===== src/rtl/retire_trace_monitor.sv =====
// Retire trace monitor: captures write-back retirements into a small FIFO drained
// over valid/ready, and sequences run/flush/done with saturating run counters.
module retire_trace_monitor #(
  parameter int XLEN         = 64,
  parameter int FIFO_DEPTH   = 8,
  parameter int FLUSH_CYCLES = 5,
  parameter int CNT_W        = 32
) (
  input  logic             clk,
  input  logic             reset,
  input  logic             start,
  input  logic             end_program,
  input  logic             wb_valid,
  input  logic [XLEN-1:0]  wb_pc,
  input  logic [4:0]       wb_rd,
  input  logic             wb_reg_write,
  input  logic [XLEN-1:0]  wb_data,
  output logic             trace_valid,
  input  logic             trace_ready,
  output logic [XLEN-1:0]  trace_pc,
  output logic [4:0]       trace_rd,
  output logic [XLEN-1:0]  trace_data,
  output logic [CNT_W-1:0] cycle_count,
  output logic [CNT_W-1:0] instret_count,
  output logic [CNT_W-1:0] drop_count,
  output logic             busy,
  output logic             done
);

  // state | meaning
  // IDLE  | waiting for start; capture off, counters held
  // RUN   | program running; capture on, cycles counted
  // FLUSH | end_program seen; flush delay then wait for FIFO to drain
  // DONE  | finished; counters frozen until reset, draining still allowed
  localparam logic [1:0] S_IDLE  = 2'd0;
  localparam logic [1:0] S_RUN   = 2'd1;
  localparam logic [1:0] S_FLUSH = 2'd2;
  localparam logic [1:0] S_DONE  = 2'd3;

  localparam int AW = $clog2(FIFO_DEPTH);
  localparam int FW = (FLUSH_CYCLES < 1) ? 1 : $clog2(FLUSH_CYCLES + 1);
  localparam logic [FW-1:0] FLUSH_LOAD = FW'(FLUSH_CYCLES);

  logic [1:0]      state;
  logic [1:0]      state_nxt;
  logic [FW-1:0]   flush_cnt;
  logic [AW:0]     wr_ptr;
  logic [AW:0]     rd_ptr;
  logic [AW-1:0]   wr_idx;
  logic [AW-1:0]   rd_idx;
  logic            empty;
  logic            full;
  logic            capture;
  logic            pop;
  logic            push;
  logic            drop;

  logic [XLEN-1:0] mem_pc   [FIFO_DEPTH];
  logic [XLEN-1:0] mem_data [FIFO_DEPTH];
  logic [4:0]      mem_rd   [FIFO_DEPTH];
  logic            mem_rw   [FIFO_DEPTH];

  function automatic logic [CNT_W-1:0] sat_inc(input logic [CNT_W-1:0] v);
    return (v == '1) ? v : v + 1'b1;
  endfunction

  assign wr_idx  = wr_ptr[AW-1:0];
  assign rd_idx  = rd_ptr[AW-1:0];
  assign empty   = (wr_ptr == rd_ptr);
  assign full    = (wr_ptr[AW] != rd_ptr[AW]) && (wr_idx == rd_idx);
  assign capture = (state == S_RUN) || (state == S_FLUSH);
  assign pop     = !empty && trace_ready;
  // a pop in the same cycle frees the slot, so a full FIFO still accepts the push
  assign push    = capture && wb_valid && (!full || pop);
  assign drop    = capture && wb_valid && full && !pop;

  assign busy        = capture;
  assign done        = (state == S_DONE);
  assign trace_valid = !empty;
  assign trace_pc    = empty ? '0 : mem_pc[rd_idx];
  assign trace_rd    = (!empty && mem_rw[rd_idx]) ? mem_rd[rd_idx] : '0;
  assign trace_data  = (!empty && mem_rw[rd_idx]) ? mem_data[rd_idx] : '0;

  always_comb begin
    state_nxt = state;
    case (state)
      S_IDLE:  if (start) state_nxt = S_RUN;
      S_RUN:   if (end_program) state_nxt = S_FLUSH;
      S_FLUSH: if ((flush_cnt == '0) && empty) state_nxt = S_DONE;
      default: state_nxt = state;
    endcase
  end

  always_ff @(posedge clk or negedge reset) begin
    if (!reset) begin
      state     <= S_IDLE;
      flush_cnt <= '0;
    end else begin
      state <= state_nxt;
      if ((state == S_RUN) && end_program)
        flush_cnt <= FLUSH_LOAD;
      else if ((state == S_FLUSH) && (flush_cnt != '0))
        flush_cnt <= flush_cnt - 1'b1;
    end
  end

  always_ff @(posedge clk or negedge reset) begin
    if (!reset) begin
      wr_ptr <= '0;
      rd_ptr <= '0;
    end else begin
      if (push) wr_ptr <= wr_ptr + 1'b1;
      if (pop)  rd_ptr <= rd_ptr + 1'b1;
    end
  end

  // storage is not reset; the head outputs are gated by empty instead
  always_ff @(posedge clk) begin
    if (push) begin
      mem_pc[wr_idx]   <= wb_pc;
      mem_rd[wr_idx]   <= wb_rd;
      mem_rw[wr_idx]   <= wb_reg_write;
      mem_data[wr_idx] <= wb_data;
    end
  end

  always_ff @(posedge clk or negedge reset) begin
    if (!reset) begin
      cycle_count   <= '0;
      instret_count <= '0;
      drop_count    <= '0;
    end else begin
      if (capture)             cycle_count   <= sat_inc(cycle_count);
      if (capture && wb_valid) instret_count <= sat_inc(instret_count);
      if (drop)                drop_count    <= sat_inc(drop_count);
    end
  end

endmodule


===== config.mk =====
export PLATFORM = sky130hd
export DESIGN_NAME = retire_trace_monitor
export DESIGN_NICKNAME = d
export VERILOG_FILES = /design/src/rtl/retire_trace_monitor.sv
export SDC_FILE = /design/constraint.sdc
export NUM_CORES = 1
export LEC_CHECK = 0
export ABC_CLOCK_PERIOD_IN_PS = 18100
export CORE_MARGIN = 2
export CORE_UTILIZATION = 35
export DETAILED_ROUTE_END_ITERATION = 8
export PLACE_DENSITY = 0.49
export SYNTH_ARGS = -nofsm -noshare
export SYNTH_HDL_FRONTEND = slang
export SYNTH_SLANG_ARGS = --single-unit

===== constraint.sdc =====
create_clock -name clk -period 18.1 [get_ports clk]
set_clock_uncertainty 0.1 [all_clocks]
set_input_delay 1.81 -clock clk [delete_from_list [all_inputs] [get_ports clk]]
set_output_delay 1.81 -clock clk [all_outputs]
set_load 0.05 [all_outputs]

==> flow_summary.json, run 1 <==
{
  "io_pins": 372,
  "synth_top_family_by_area": "multiplexers",
  "die_w_um": 366,
  "grt.overflow.total": 0,
  "areaGrowthSynthToFinish_pct": 22.0,
  "firstDrtPassIters": 8,
  "synth_xor_area_share_pct": 1.91,
  "synth_nets": 2380,
  "grt_pass1_wl_um": 162000,
  "fin_nets": 2818,
  "drc": 0,
  "start_util_pct": 35.4,
  "clockRootBuffer": "clkbuf_16",
  "grt_use_total_pct": 16.3,
  "setup_viol": 0,
  "cp-end-kind": "output pin",
  "vias": 22800,
  "synth_area_per_cell_um2": 20.6,
  "die_height_um": 366,
  "critPathLaunch": "rd_ptr[0]",
  "routed_via_density": 5.05,
  "fin_cells": 4520,
  "clk_latency_ns": 0.74,
  "synth_ff_type": "edfxtp_1",
  "worstSetupEndpoint": "trace_data[37]",
  "synth.distinct_cells": 51,
  "row_count": 132,
  "worst_pin_slew_ns": 1.17,
  "cts_hold_buf": 0,
  "synthSimpleGateAreaFrac_pct": 4.03,
  "fill_cells": 11400,
  "synth-compound-area-share_pct": 0.329,
  "path_class": "reg2out",
  "synth-seq-cells": 1181,
  "design_area_mm2": 0.0561,
  "crit_arrival_ns": 5.06,
  "maxSlewViolCount": 0,
  "rrSetupSlack_ns": 13.99,
  "r2r_start": "rd_ptr[1]",
  "globalplace.congestion": 0.787,
  "relSlewSlack_pct": 22.3,
  "cts_htree_levels": 4,
  "layout-drive-gt1-share_pct": 18.6,
  "synth-async-reset-ratio_pct": 9.23,
  "hold_viol": 0,
  "cts_tree": "built",
  "synth_edf_count": 1072,
  "ant_nets": 0,
  "rsz0062_at_grt": "false",
  "yosysSeqAreaShare_pct": 76.0,
  "cts_sinks": 1181,
  "synthMuxAreaShare_pct": 16.3,
  "grt_max_degree": 148,
  "p_leak_nw": 17.7,
  "regToRegEndpoint": "mem_data[1][14]",
  "reg2reg_depth": 7,
  "critPathRequiredTime_ns": 16.19,
  "p_per_area_mw_per_mm2": 101,
  "portBuffers": 371,
  "wl_per_cell_um": 24.2,
  "cts_inserted_buffers": 133,
  "fmax_mhz": 144,
  "tns_ns": 0,
  "grt_pass1_vias": 24400,
  "dp_hpwl_um": 58600,
  "critPathLaunchType": "flop",
  "cts_max_path_buffers": 3,
  "critPathMaxFanout": 96,
  "post_cts_resized": 0,
  "drt_iter0_drc": 1628,
  "coreArea_mm2": 0.130,
  "max-vdd-ir-drop_v": 0.0000833,
  "synth_area_mm2": 0.0460,
  "synth_cells": 2228,
  "fin_crit_sh_pct": 38.5,
  "yosysWarningCount": 0,
  "min_period_ns": 6.97,
  "placedInstanceArea_mm2": 0.0518,
  "cts_setup_buffers": 0,
  "yosys.area_share.adder_pct": 0.327,
  "status": "completed",
  "clkTransAtPathRegs_ns": 0.06,
  "placed_cells": 4273,
  "totalWireLength_um": 109000,
  "antenna_found_initial": 21,
  "cap_violations": 0,
  "die-area_mm2": 0.134,
  "hp-class": "reg2reg",
  "final_core_util_pct": 43.1
}
layer usage:
metal  GRT usage (%)  wire length [um]
met5               0               240
met4            4.32              2030
met3            4.83              7020
met2            26.3             52900
met1            21.4             47100
power breakdown:
part,leakage [nW],internal [W],switching [W],total (W)
combinational,4.54,0.0000268,0.0000355,0.0000623
clock,2.06,0.00153,0.00109,0.00261
sequential,11.1,0.00297,0,0.00297
state kept, by name, indices dropped and copies added, names as in the netlist:
| signal | cells |
|---|---|
| mem_data | 512 |
| mem_pc | 512 |
| mem_rd | 40 |
| cycle_count | 32 |
| drop_count | 32 |
| instret_count | 32 |
| mem_rw | 8 |
| rd_ptr | 4 |
| wr_ptr | 4 |
| flush_cnt | 3 |
| state | 2 |
kinds of logic after synthesis:
logic type | Yosys count
buffers and inverters | 127
AOI/OAI and AO/OA | 19
DFF | 1181
muxes | 411
adders and majority gates | 12
and+or+nand+nor | 378
xor gates and xnor gates | 100
worst min path at each step:
stage | from | to | slack, ns | cells after the start
floorplan | wr_ptr[3] | wr_ptr[3] | 0.36 | 1
global placement | instret_count[20] | instret_count[20] | 0.37 | 1
detailed placement | wr_ptr[3] | wr_ptr[3] | 0.38 | 1
CTS | instret_count[20] | instret_count[20] | 0.40 | 1
global route | wr_ptr[3] | wr_ptr[3] | 0.42 | 1
finish | instret_count[27] | instret_count[27] | 0.39 | 1
metrics by stage:
stage                     hold WS [ns]  total power, W  setup slack, ns
after floorplan                  0.362         0.00303             1.24
after detailed placement         0.384         0.00309            11.68
final                            0.394         0.00565            11.13
after global routing             0.417         0.00585            10.64
after CTS                        0.396         0.00574            10.83
after global placement           0.372         0.00309            11.68
critical path: stages, from the launching register on:
cell and delay, ns:
dfrtp_4 0.81, buf_12 0.67, buf_4 0.91, mux4_2 0.61, mux2i_1 0.31, nor2_1 0.08, clkdlybuf4s50_1 0.74
layout make-up:
| cell class | instances | area (um^2) | share of cell area, % |
|---|---|---|---|
| Inverter | 24 | 90.1 | 0.161 |
| Clock inverter | 65 | 691 | 1.23 |
| Antenna cell | 4 | 10.0 | 0.0178 |
| Timing Repair Buffer | 406 | 4050 | 7.22 |
| Multi-Input combinational cell | 920 | 10600 | 18.8 |
| Clock buffer | 178 | 3570 | 6.37 |
| Sequential cell | 1181 | 34900 | 62.3 |
| Tap cell | 1742 | 2180 | 3.89 |
cell usage after synthesis, types with 22 or more instances:
| cell | n | share of area (%) |
|---|---|---|
| buf_1 | 25 | 0.20 |
| buf_2 | 39 | 0.42 |
| clkbuf_1 | 36 | 0.29 |
| dfrtp_1 | 109 | 5.9 |
| edfxtp_1 | 1072 | 70 |
| inv_1 | 23 | 0.19 |
| mux2i_1 | 137 | 3.0 |
| mux4_2 | 268 | 13 |
| nand2_1 | 46 | 0.38 |
| nand3_1 | 43 | 0.47 |
| nand4_1 | 22 | 0.30 |
| nor2_1 | 170 | 1.4 |
| nor3_1 | 25 | 0.27 |
| xnor2_1 | 40 | 0.76 |
| xor2_1 | 60 | 1.1 |
layout by cell type, fill, tap and decap left out, types with 5 or more instances in the layout:
master and n:
buf_4 30, nor3_1 22, nor2_1 169, and4_1 8
buf_12 6, bufinv_16 9, nor3_2 6, clkbuf_16 136
inv_1 23, clkinv_1 25, xor2_1 60, mux2_2 5
mux4_2 268, nand3_1 43, clkdlybuf4s50_1 370, dfrtp_1 106
ha_1 12, nor4_1 18, nand4_1 22, clkinv_2 16
xnor2_1 40, edfxtp_1 1072, clkbuf_1 41, and3_1 15
mux2i_1 137, nand2_1 45
Power figures use the tool's default switching activity.
==> inputs of run 2 (changes only) <==
--- a/config.mk
+++ b/config.mk
@@ -5,11 +5,11 @@
 export SDC_FILE = /design/constraint.sdc
 export NUM_CORES = 1
 export LEC_CHECK = 0
-export ABC_CLOCK_PERIOD_IN_PS = 18100
+export ABC_CLOCK_PERIOD_IN_PS = 6290
 export CORE_MARGIN = 2
 export CORE_UTILIZATION = 35
 export DETAILED_ROUTE_END_ITERATION = 8
-export PLACE_DENSITY = 0.49
+export PLACE_DENSITY = 0.51
 export SYNTH_ARGS = -nofsm -noshare
 export SYNTH_HDL_FRONTEND = slang
 export SYNTH_SLANG_ARGS = --single-unit
==> constraint.sdc (replaced) <==
create_clock -name clk -period 6.29 [get_ports clk]
set_clock_uncertainty 0.1 [all_clocks]
set_input_delay 0.629 -clock clk [delete_from_list [all_inputs] [get_ports clk]]
set_output_delay 0.629 -clock clk [all_outputs]
set_load 0.05 [all_outputs]
==> run 2 against run 1 <==
- wire length hardly changed
- clock power rose to 2.9 times the previous value
- global-route usage rose by 0.076 points
- die area stayed put
- worst setup slack worse by 10 ns
- sequential cell count is the same
- hold slack worse by 0.015 ns
- total power increased to 2.9 times the previous value
- non-clock buffer count rose by 4
- critical path depth is 2 higher
- critical path type unchanged
- largest cell class unchanged
==> flow_summary.json, run 2 (synthesis results as in run 1) <==
{
  "clkTransAtPathRegs_ns": 0.06,
  "fin_cells": 4518,
  "drc": 0,
  "grt_max_degree": 139,
  "critPathRequiredTime_ns": 5.56,
  "rsz0062_at_grt": "false",
  "setup_viol": 0,
  "p_per_area_mw_per_mm2": 289,
  "fin_nets": 2824,
  "fin_crit_sh_pct": 86.2,
  "clockRootBuffer": "clkbuf_16",
  "wl_per_cell_um": 24.2,
  "path_class": "reg2out",
  "cts_max_path_buffers": 3,
  "layout-drive-gt1-share_pct": 18.6,
  "row_count": 132,
  "firstDrtPassIters": 4,
  "crit_arrival_ns": 4.70,
  "tns_ns": 0,
  "status": "completed",
  "hold_viol": 0,
  "die-area_mm2": 0.134,
  "drt_iter0_drc": 1590,
  "dp_hpwl_um": 59000,
  "die_w_um": 366,
  "totalWireLength_um": 109000,
  "cts_tree": "built",
  "critPathLaunchType": "flop",
  "final_common_cell": "edfxtp_1",
  "relSlewSlack_pct": 16.1,
  "placed_cells": 4276,
  "ant_nets": 0,
  "cap_violations": 0,
  "coreArea_mm2": 0.130,
  "grt_use_total_pct": 16.3,
  "io_pins": 372,
  "fill_cells": 11300,
  "crit_chain": "xor2_1 > nor3_2 > and2_4 > inv_2 > nand2_2 > buf_4 > nor2_1 > clkdlybuf4s50_1",
  "areaGrowthSynthToFinish_pct": 22.4,
  "globalplace.congestion": 0.782,
  "cts_inserted_buffers": 135,
  "max-vdd-ir-drop_v": 0.000235,
  "critPathSlowestCell": "nand2_2",
  "antenna_found_initial": 25,
  "grt.overflow.total": 0,
  "routed_via_density": 5.05,
  "grt_pass1_vias": 24700,
  "cts_sinks": 1181,
  "start_util_pct": 35.4,
  "fmax_mhz": 184,
  "min_period_ns": 5.42,
  "hp-class": "reg2reg",
  "cp-end-kind": "output pin",
  "maxSlewViolCount": 0,
  "cts_htree_levels": 4,
  "post_cts_resized": 0,
  "portBuffers": 371,
  "worst_pin_slew_ns": 1.26,
  "grt_pass1_wl_um": 163000,
  "clk_latency_ns": 0.75,
  "cts_setup_buffers": 0,
  "critPathMaxFanout": 32,
  "top_regs": "mem_data: 512 flops, mem_pc: 512 flops, mem_rd: 40 flops",
  "vias": 22800,
  "cpPeakStageDelay_ns": 0.74,
  "die_height_um": 366,
  "p_leak_nw": 17.7,
  "final_cell_mix": "1072 x edfxtp_1, 370 x clkdlybuf4s50_1, 268 x mux4_2"
}
[run 2: changes by cell type in the layout (fill, tap and decap cells not counted), moves of 3 or more]
| cell | change |
|---|---|
| buf_12 | +7 |
| buf_4 | -4 |
| clkbuf_1 | +3 |
| clkinv_1 | -4 |
| clkinv_16 | +3 |
| clkinv_2 | -7 |
| clkinv_8 | -3 |
| nor3_2 | -3 |
| nor3_4 | +3 |
[run 2: power by group]
group          total (W)  leakage, nW  switching, W  internal [W]
sequential       0.00856         11.1             0       0.00856
clock            0.00754         2.05       0.00318       0.00435
combinational   0.000179         4.56      0.000101     0.0000774
[run 2: final cells by class]
class,instances,area (um^2),area share [%]
tap,1742,2180,3.87
clock buffer,182,3600,6.39
inverter,24,90.1,0.160
multi-input combinational,920,10600,18.9
clock inverter,55,673,1.20
antenna,4,10.0,0.0178
sequential,1181,34900,62.1
timing repair buffer,410,4170,7.41
[run 2: final timing paths]
| check | start | end | slack, ns | cells past startpoint |
|---|---|---|---|---|
| worst min register to register | instret_count[20] | instret_count[20] | 0.38 | 1 |
| worst max-delay path | rd_ptr[0] | trace_data[3] | 0.87 | 8 |
| max in group asynchronous | reset | cycle_count[3] | 4.45 | 3 |
| worst max register to register | rd_ptr[0] | mem_pc[5][38] | 2.53 | 6 |
| worst min-delay path | instret_count[20] | instret_count[20] | 0.38 | 1 |
| min in group asynchronous | reset | drop_count[14] | 0.42 | 2 |
[run 2: per-stage QoR]
stage                     hold WS, ns  area [um^2]  util [%]  setup slack (ns)  power, W
after global placement          0.372        52000      40.0              1.56   0.00889
final                           0.380        56300      43.3             0.866    0.0163
after global routing            0.396        56300      43.3             0.506    0.0168
after CTS                       0.357        56300      43.3             0.678    0.0165
after floorplan                 0.233        46100         -          -0.00851   0.00872
after detailed placement        0.375        52000      40.0              1.55   0.00890
[run 2: timing repair]
| action | 4_1_cts | 5_1_grt |
|---|---|---|
| hold endpoints to repair | 57 | 0 |
| setup endpoints to repair | 0 | 0 |
| hold buffers | 1 | 0 |
[run 2: per-layer routing]
metal / vias to the layer above / wire length [um] / global-route usage, %
met2: 560 / 52700 / 26.4
met3: 185 / 7190 / 4.85
li1: 9923 / - / -
met4: 38 / 2020 / 4.36
met5: - / 243 / 0
met1: 12100 / 47200 / 21.5
[run 2: critical path: cells and delay by family, from the launching register on]
family | cells | cell delay, ns
buf+inv | 3 | 1.35
xor+xnor | 1 | 0.25
flops | 1 | 0.68
simple gates | 4 | 1.60
